--- config.mk ---
export PLATFORM = sky130hd
export DESIGN_NAME = me_search_ctrl_flat
export DESIGN_NICKNAME = d
export VERILOG_FILES = /design/src/rtl/me_search_ctrl_if.sv /design/src/rtl/me_search_ctrl.sv /design/src/flat_wrapper.sv
export SDC_FILE = /design/constraint.sdc
export NUM_CORES = 1
export LEC_CHECK = 0
export CORE_ASPECT_RATIO = 1.25
export CORE_MARGIN = 2
export CORE_UTILIZATION = 55
export CTS_BUF_LIST = sky130_fd_sc_hd__clkbuf_8
export DETAILED_ROUTE_END_ITERATION = 8
export GPL_ROUTABILITY_DRIVEN = 0
export HOLD_SLACK_MARGIN = 0.12
export PLACE_DENSITY = 0.83
export RECOVER_POWER = 25
export SLEW_MARGIN = 20
export SYNTH_ARGS = -nofsm -noshare
export SYNTH_HDL_FRONTEND = slang
export SYNTH_SLANG_ARGS = --single-unit
--- constraint.sdc ---
create_clock -name clk -period 2.6 [get_ports clk]
set_input_delay 0.52 -clock clk [delete_from_list [all_inputs] [get_ports clk]]
set_output_delay 0.52 -clock clk [all_outputs]
set_load 0.05 [all_outputs]
--- src/rtl/me_search_ctrl_if.sv ---
// Bundle between the ME sequencer, the frame-buffer read ports and the PE array.
// Ports: start, sad_in (to ctrl); tb_addr, sw_addr, en_tb, en_sw, busy, done,
// min_sad, mv_x, mv_y (from ctrl). master = sequencer side, slave = environment.
interface me_search_ctrl_if #(
    parameter int SAD_WIDTH = 16,
    parameter int MV_WIDTH  = 6,
    parameter int TB_AW     = 8,
    parameter int SW_AW     = 12
);
    logic                 start;
    logic [TB_AW-1:0]     tb_addr;
    logic [SW_AW-1:0]     sw_addr;
    logic                 en_tb;
    logic                 en_sw;
    logic [SAD_WIDTH-1:0] sad_in;
    logic                 busy;
    logic                 done;
    logic [SAD_WIDTH-1:0] min_sad;
    logic [MV_WIDTH-1:0]  mv_x;
    logic [MV_WIDTH-1:0]  mv_y;

    modport master (
        input  start, sad_in,
        output tb_addr, sw_addr, en_tb, en_sw,
        output busy, done, min_sad, mv_x, mv_y
    );

    modport slave (
        output start, sad_in,
        input  tb_addr, sw_addr, en_tb, en_sw,
        input  busy, done, min_sad, mv_x, mv_y
    );
endinterface

--- src/rtl/me_search_ctrl.sv ---
// Full-search ME sequencer: loads the template, streams the search window,
// samples SADs at candidate positions and keeps the best motion vector.
// Ports: clk, rst_n (sync, active low); bus (master) carries start/sad_in in,
// tb_addr/sw_addr/en_tb/en_sw to memories and array, busy/done/min_sad/mv out.
module me_search_ctrl #(
    parameter int TB_LENGTH   = 16,
    parameter int SW_LENGTH   = 48,
    parameter int SAD_WIDTH   = 16,
    parameter int SAD_LATENCY = 2,
    parameter int MV_WIDTH    = 6,
    parameter int TB_AW       = 8,
    parameter int SW_AW       = 12
) (
    input logic clk,
    input logic rst_n,
    me_search_ctrl_if.master bus
);
    localparam int TB_N = TB_LENGTH * TB_LENGTH;
    localparam int SW_N = SW_LENGTH * SW_LENGTH;
    localparam int CW   = $clog2(SW_LENGTH);
    localparam int DW   = $clog2(SAD_LATENCY + 2);

    localparam logic [TB_AW-1:0] TB_LAST = TB_AW'(TB_N - 1);
    localparam logic [SW_AW-1:0] SW_LAST = SW_AW'(SW_N - 1);
    localparam logic [CW-1:0]    C_LAST  = CW'(SW_LENGTH - 1);
    localparam logic [CW-1:0]    T_EDGE  = CW'(TB_LENGTH - 1);
    localparam logic [DW-1:0]    D_LAST  = DW'(SAD_LATENCY);

    typedef enum logic [2:0] {
        IDLE,
        LOAD_TB,
        STREAM_SW,
        DRAIN,
        DONE
    } state_t;

    state_t state;
    state_t state_nx;

    logic [TB_AW-1:0]     tb_cnt;
    logic [SW_AW-1:0]     sw_cnt;
    logic [CW-1:0]        row;
    logic [CW-1:0]        col;
    logic [DW-1:0]        drain_cnt;
    logic                 en_tb_q;
    logic                 en_sw_q;

    logic [SAD_LATENCY:0]               tag_v;
    logic [SAD_LATENCY:0][MV_WIDTH-1:0] tag_x;
    logic [SAD_LATENCY:0][MV_WIDTH-1:0] tag_y;

    logic [SAD_WIDTH-1:0] work_min;
    logic [MV_WIDTH-1:0]  work_x;
    logic [MV_WIDTH-1:0]  work_y;
    logic [SAD_WIDTH-1:0] pub_min;
    logic [MV_WIDTH-1:0]  pub_x;
    logic [MV_WIDTH-1:0]  pub_y;

    logic                 tb_last;
    logic                 sw_last;
    logic                 drain_last;
    logic                 cand;
    logic [CW-1:0]        dx;
    logic [CW-1:0]        dy;
    logic                 sample;

    assign tb_last    = (tb_cnt == TB_LAST);
    assign sw_last    = (sw_cnt == SW_LAST);
    assign drain_last = (drain_cnt == D_LAST);

    // The pixel issued this cycle closes a candidate once a full
    // template-sized window lies above and to the left of it.
    assign cand = (state == STREAM_SW)
               && (row >= T_EDGE) && (col >= T_EDGE);
    assign dx   = col - T_EDGE;
    assign dy   = row - T_EDGE;

    assign sample = tag_v[SAD_LATENCY];

    always_ff @(posedge clk) begin
        if (!rst_n) state <= IDLE;
        else        state <= state_nx;
    end

    always_comb begin
        state_nx = state;
        unique case (state)
            IDLE:      if (bus.start)  state_nx = LOAD_TB;
            LOAD_TB:   if (tb_last)    state_nx = STREAM_SW;
            STREAM_SW: if (sw_last)    state_nx = DRAIN;
            DRAIN:     if (drain_last) state_nx = DONE;
            DONE:                      state_nx = IDLE;
            default:                   state_nx = IDLE;
        endcase
    end

    always_ff @(posedge clk) begin
        if (!rst_n) begin
            tb_cnt    <= '0;
            sw_cnt    <= '0;
            row       <= '0;
            col       <= '0;
            drain_cnt <= '0;
            en_tb_q   <= 1'b0;
            en_sw_q   <= 1'b0;
            tag_v     <= '0;
            tag_x     <= '0;
            tag_y     <= '0;
            work_min  <= '1;
            work_x    <= '0;
            work_y    <= '0;
            pub_min   <= '1;
            pub_x     <= '0;
            pub_y     <= '0;
        end else begin
            // Read data lands one cycle after the address, so the
            // shift enables are registered copies of the issue phase.
            en_tb_q <= (state == LOAD_TB);
            en_sw_q <= (state == STREAM_SW);

            tag_v[0] <= cand;
            tag_x[0] <= MV_WIDTH'(dx);
            tag_y[0] <= MV_WIDTH'(dy);
            for (int i = 1; i <= SAD_LATENCY; i++) begin
                tag_v[i] <= tag_v[i-1];
                tag_x[i] <= tag_x[i-1];
                tag_y[i] <= tag_y[i-1];
            end

            if (state == LOAD_TB) begin
                tb_cnt <= tb_last ? '0 : tb_cnt + 1'b1;
            end

            if (state == STREAM_SW) begin
                if (sw_last) begin
                    sw_cnt <= '0;
                    row    <= '0;
                    col    <= '0;
                end else begin
                    sw_cnt <= sw_cnt + 1'b1;
                    if (col == C_LAST) begin
                        col <= '0;
                        row <= row + 1'b1;
                    end else begin
                        col <= col + 1'b1;
                    end
                end
            end

            if (state == DRAIN) begin
                drain_cnt <= drain_last ? '0 : drain_cnt + 1'b1;
            end

            // Strict compare: on ties the earliest raster candidate wins.
            if (state == IDLE) begin
                work_min <= '1;
                work_x   <= '0;
                work_y   <= '0;
            end else if (sample && (bus.sad_in < work_min)) begin
                work_min <= bus.sad_in;
                work_x   <= tag_x[SAD_LATENCY];
                work_y   <= tag_y[SAD_LATENCY];
            end

            if (state == DONE) begin
                pub_min <= work_min;
                pub_x   <= work_x;
                pub_y   <= work_y;
            end
        end
    end

    assign bus.tb_addr = tb_cnt;
    assign bus.sw_addr = sw_cnt;
    assign bus.en_tb   = en_tb_q;
    assign bus.en_sw   = en_sw_q;
    assign bus.busy    = (state != IDLE) && (state != DONE);
    assign bus.done    = (state == DONE);

    // During DONE the fresh result is forwarded so it is valid with done.
    assign bus.min_sad = bus.done ? work_min : pub_min;
    assign bus.mv_x    = bus.done ? work_x   : pub_x;
    assign bus.mv_y    = bus.done ? work_y   : pub_y;
endmodule

--- src/flat_wrapper.sv ---
// flat-port wrapper written by rule: the top's interface ports become plain ports
module me_search_ctrl_flat 
#(
    parameter int TB_LENGTH   = 16,
    parameter int SW_LENGTH   = 48,
    parameter int SAD_WIDTH   = 16,
    parameter int SAD_LATENCY = 2,
    parameter int MV_WIDTH    = 6,
    parameter int TB_AW       = 8,
    parameter int SW_AW       = 12
)
  (clk, rst_n, bus_start, bus_sad_in, bus_tb_addr, bus_sw_addr, bus_en_tb, bus_en_sw, bus_busy, bus_done, bus_min_sad, bus_mv_x, bus_mv_y);
  me_search_ctrl_if #(.SAD_WIDTH(SAD_WIDTH), .MV_WIDTH(MV_WIDTH), .TB_AW(TB_AW), .SW_AW(SW_AW)) bus_i ();
  input logic clk;
  input logic rst_n;
  input wire logic [$bits(bus_i.start)-1:0] bus_start;
  input wire logic [$bits(bus_i.sad_in)-1:0] bus_sad_in;
  output wire logic [$bits(bus_i.tb_addr)-1:0] bus_tb_addr;
  output wire logic [$bits(bus_i.sw_addr)-1:0] bus_sw_addr;
  output wire logic [$bits(bus_i.en_tb)-1:0] bus_en_tb;
  output wire logic [$bits(bus_i.en_sw)-1:0] bus_en_sw;
  output wire logic [$bits(bus_i.busy)-1:0] bus_busy;
  output wire logic [$bits(bus_i.done)-1:0] bus_done;
  output wire logic [$bits(bus_i.min_sad)-1:0] bus_min_sad;
  output wire logic [$bits(bus_i.mv_x)-1:0] bus_mv_x;
  output wire logic [$bits(bus_i.mv_y)-1:0] bus_mv_y;
  assign bus_i.start = bus_start;
  assign bus_i.sad_in = bus_sad_in;
  assign bus_tb_addr = bus_i.tb_addr;
  assign bus_sw_addr = bus_i.sw_addr;
  assign bus_en_tb = bus_i.en_tb;
  assign bus_en_sw = bus_i.en_sw;
  assign bus_busy = bus_i.busy;
  assign bus_done = bus_i.done;
  assign bus_min_sad = bus_i.min_sad;
  assign bus_mv_x = bus_i.mv_x;
  assign bus_mv_y = bus_i.mv_y;
  me_search_ctrl #(.TB_LENGTH(TB_LENGTH), .SW_LENGTH(SW_LENGTH), .SAD_WIDTH(SAD_WIDTH), .SAD_LATENCY(SAD_LATENCY), .MV_WIDTH(MV_WIDTH), .TB_AW(TB_AW), .SW_AW(SW_AW)) u_core (.clk(clk), .rst_n(rst_n), .bus(bus_i));
endmodule
==> results_dict.tcl <==
set metrics [dict create \
    status "completed" \
    clkSinkCount 134 \
    antenna_found_initial 0 \
    min_period_ps 2531 \
    maxCapViolCount 0 \
    grtUsageTotal_pct 21.73 \
    ys_ff_latch 134 \
    dr.pass1.iters 4 \
    insertion_delay_ps 430 \
    worstPathArrival_ps 2010 \
    synth-xor-area-share_pct 3.483 \
    grt_pass1_vias 4135 \
    die_h_um 116.1 \
    cts_root_buf "clkbuf_8" \
    vias 4269 \
    start_util_pct 56.97 \
    ys.flop_type "dfxtp_1" \
    instances_no_fill 780 \
    maxSlewHeadroom_pct 43.61 \
    dp.final_hpwl_mm 7.704 \
    synth.avg_cell_area_um2 9.843 \
    io_pins 71 \
    syn-num-nets 600 \
    tritoncts "built" \
    crit_family "buffers and inverters" \
    numCtsBuffers 17 \
    layout-drive-gt1-share_pct 22.02 \
    async_flop_share_pct 0 \
    final_cell_area_um2 6900 \
    nNetsFinal 681 \
    yosysSeqAreaShare_pct 48.50 \
    regArea_um2 2691 \
    worst_path_largest_cell_delay_ps 370 \
    core_area_um2 9709 \
    placed_cells 745 \
    end_kind "primary output" \
    grt_overflow 0 \
    num-fill-cells 690 \
    post-route-period-util_pct 97.36 \
    peakVddDrop_mv 0.5344 \
    viasPerCell 5.473 \
    drt_iter0_drc 176 \
    clk_pin_slew_ps 70 \
    hold_viol 0 \
    total_power_mw 4.438 \
    critical_path.slowest_cell "dfxtp_4" \
    path_buf_inv 3 \
    power.density_nw_per_um2 643.2 \
    path_class "reg -> out" \
    h-tree-depth 4 \
    report.final.slew_viol_count 0 \
    syn_to_final_growth_pct 24.75 \
    port_buffers 70 \
    fmax_mhz 395.1 \
    drcViolationCount 0 \
    netlist_area_um2 5532 \
    synth_adder_area_share_pct 4.298 \
    setup_viol 0 \
    grt_pass1_wl_mm 18.75 \
    critPathLaunchType "flop" \
    die_w_um 93.70 \
    clock_skew_ps 6.525 \
    p_leak_nw 2.763 \
    synth-edff-count 0 \
    drtAntennaViolNets 0 \
    grt_max_degree 29 \
    synth_top_family_by_area "simple AND/OR/NAND/NOR gates" \
    antenna_cells 0 \
    yosys.area_share.simple_pct 22.30 \
    wl_mm 11.61 \
    yosys_warnings 0 \
    synth-compound-area-share_pct 10.16 \
    muxShareOfSynthArea_pct 6.627 \
    cts_buffer_depth 2 \
    dieArea_um2 10880 \
    worstPathCellList "or2_4 > nor2_4 > buf_12 > clkbuf_16 > mux2_2 > buf_4" \
    num_rows 40 \
    cp_max_fo 8 \
    tightest_slew_ps 845.9 \
    multi_input_area_um2 2614 \
    syn_inst 562 \
    ys_types 57 \
    place_area_um2 6322 \
    required_ps 2080 \
    hp-class "reg -> reg" \
    detail_route.wl_per_cell_um 14.89 \
]
==> power by group <==
group	leakage [nW]	total (mW)	switching, mW	internal (mW)
combinational	1.47	0.565	0.334	0.232
sequential	1.09	2.19	0.0602	2.13
clock	0.204	1.69	0.740	0.948
total	2.76	4.44	1.13	3.30
==> cells by family after synthesis <==
family                   Yosys count
AND/OR/NAND/NOR                  218
flip-flops                       134
AO/OA/AOI/OAI                     85
buffers and inverters             51
multiplexers                      33
XOR/XNOR                          22
adder cells (fa/ha/maj)           19
==> flip-flops by register name (all words and copies together) (netlist names), 8 cells and up <==
name	count
u_core.bus.sw_addr	12
u_core.bus.tb_addr	8
u_core.pub_min	16
u_core.tag_x	18
u_core.tag_y	18
u_core.work_min	16
==> path summary, 6_finish.rpt <==
check,startpoint,to,slack (ps),depth (start not counted)
max,u_core.state[1],bus_mv_x[3],70,6
min,u_core.tag_x[10],u_core.tag_x[16],430,1
max reg2reg,u_core.work_min[15],u_core.work_y[2],310,8
min reg2reg,u_core.tag_x[10],u_core.tag_x[16],430,1
==> timing repair <==
action,CTS,global route
hold buffers,0,0
pin swaps,0,2
buffers inserted,0,3
gates resized for setup,4,31
cloned,1,1
endpoints found under the setup margin,28,28
==> final cells by class <==
cell class	instances	area share (%)
Clock inverter	12	2.031
Multi-Input combinational cell	377	37.88
Timing Repair Buffer	95	14.23
Inverter	18	0.9791
Tap cell	126	2.285
Sequential cell	134	39.00
Clock buffer	18	3.590
==> cell usage after synthesis, drive strengths merged, types with 2 or more instances <==
library cell    n  area share [%]
a22o            4            0.63
o21a            3            0.41
ha             19             4.3
mux2           29             5.9
nor3b           4            0.63
a21oi          26             2.6
nand4          11             1.4
dfxtp         134              48
nand2          17             1.2
nand3b         16             2.2
or2            19             2.1
and3            6            0.68
nand2b          3            0.47
clkbuf         17             1.2
a31oi           2            0.23
xnor2           9             1.4
nor2           41             2.8
mux2i           4            0.72
xor2           13             2.1
or3             3            0.43
nand3          42             4.0
inv            18             1.2
nor3            4            0.36
o21ai          35             3.2
buf            15             2.0
and2           46             5.2
a21o            2            0.29
and4            3            0.48
==> metal layers <==
| metal | share of wire (%) | wire length (µm) | global-route usage (%) |
|---|---|---|---|
| met5 | 0 | 0 | 0 |
| met4 | 2.1 | 239 | 9.082 |
| met3 | 4.7 | 547 | 6.839 |
| met2 | 51 | 5939 | 38.14 |
| met1 | 42 | 4886 | 24.38 |
==> worst reg2reg max path, stage by stage (launching register included) <==
cell	delay, ps
dfxtp_1	380
inv_1	60
ha_1	320
nand4_2	170
or3_4	440
o32a_1	390
buf_4	190
nand3_1	100
a21oi_1	80
==> layout by cell type, fill, tap and decap left out, types with 18 or more instances in the layout <==
cell / instances
or2_2: 18
inv_1: 21
mux2_2: 29
buf_6: 27
dfxtp_1: 131
nor2_1: 40
clkbuf_8: 18
clkdlybuf4s50_1: 40
o21ai_0: 24
and2_1: 38
nand3_1: 40
a21oi_1: 22
ha_1: 19
==> through the flow <==
stage	worst slack [ps]	hold slack (ps)	utilization, %	TNS, ps
after floorplan	124.9	411.9	-	0
after global placement	-125.9	414.8	65.12	-2816
after detailed placement	-213.3	419.1	65.12	-4976
after CTS	27.40	434.1	69.48	0
after global routing	-2.738	448.7	71.07	-2.738
final	68.68	431.5	71.07	0
No activity file was read; power rests on OpenSTA's default activity.
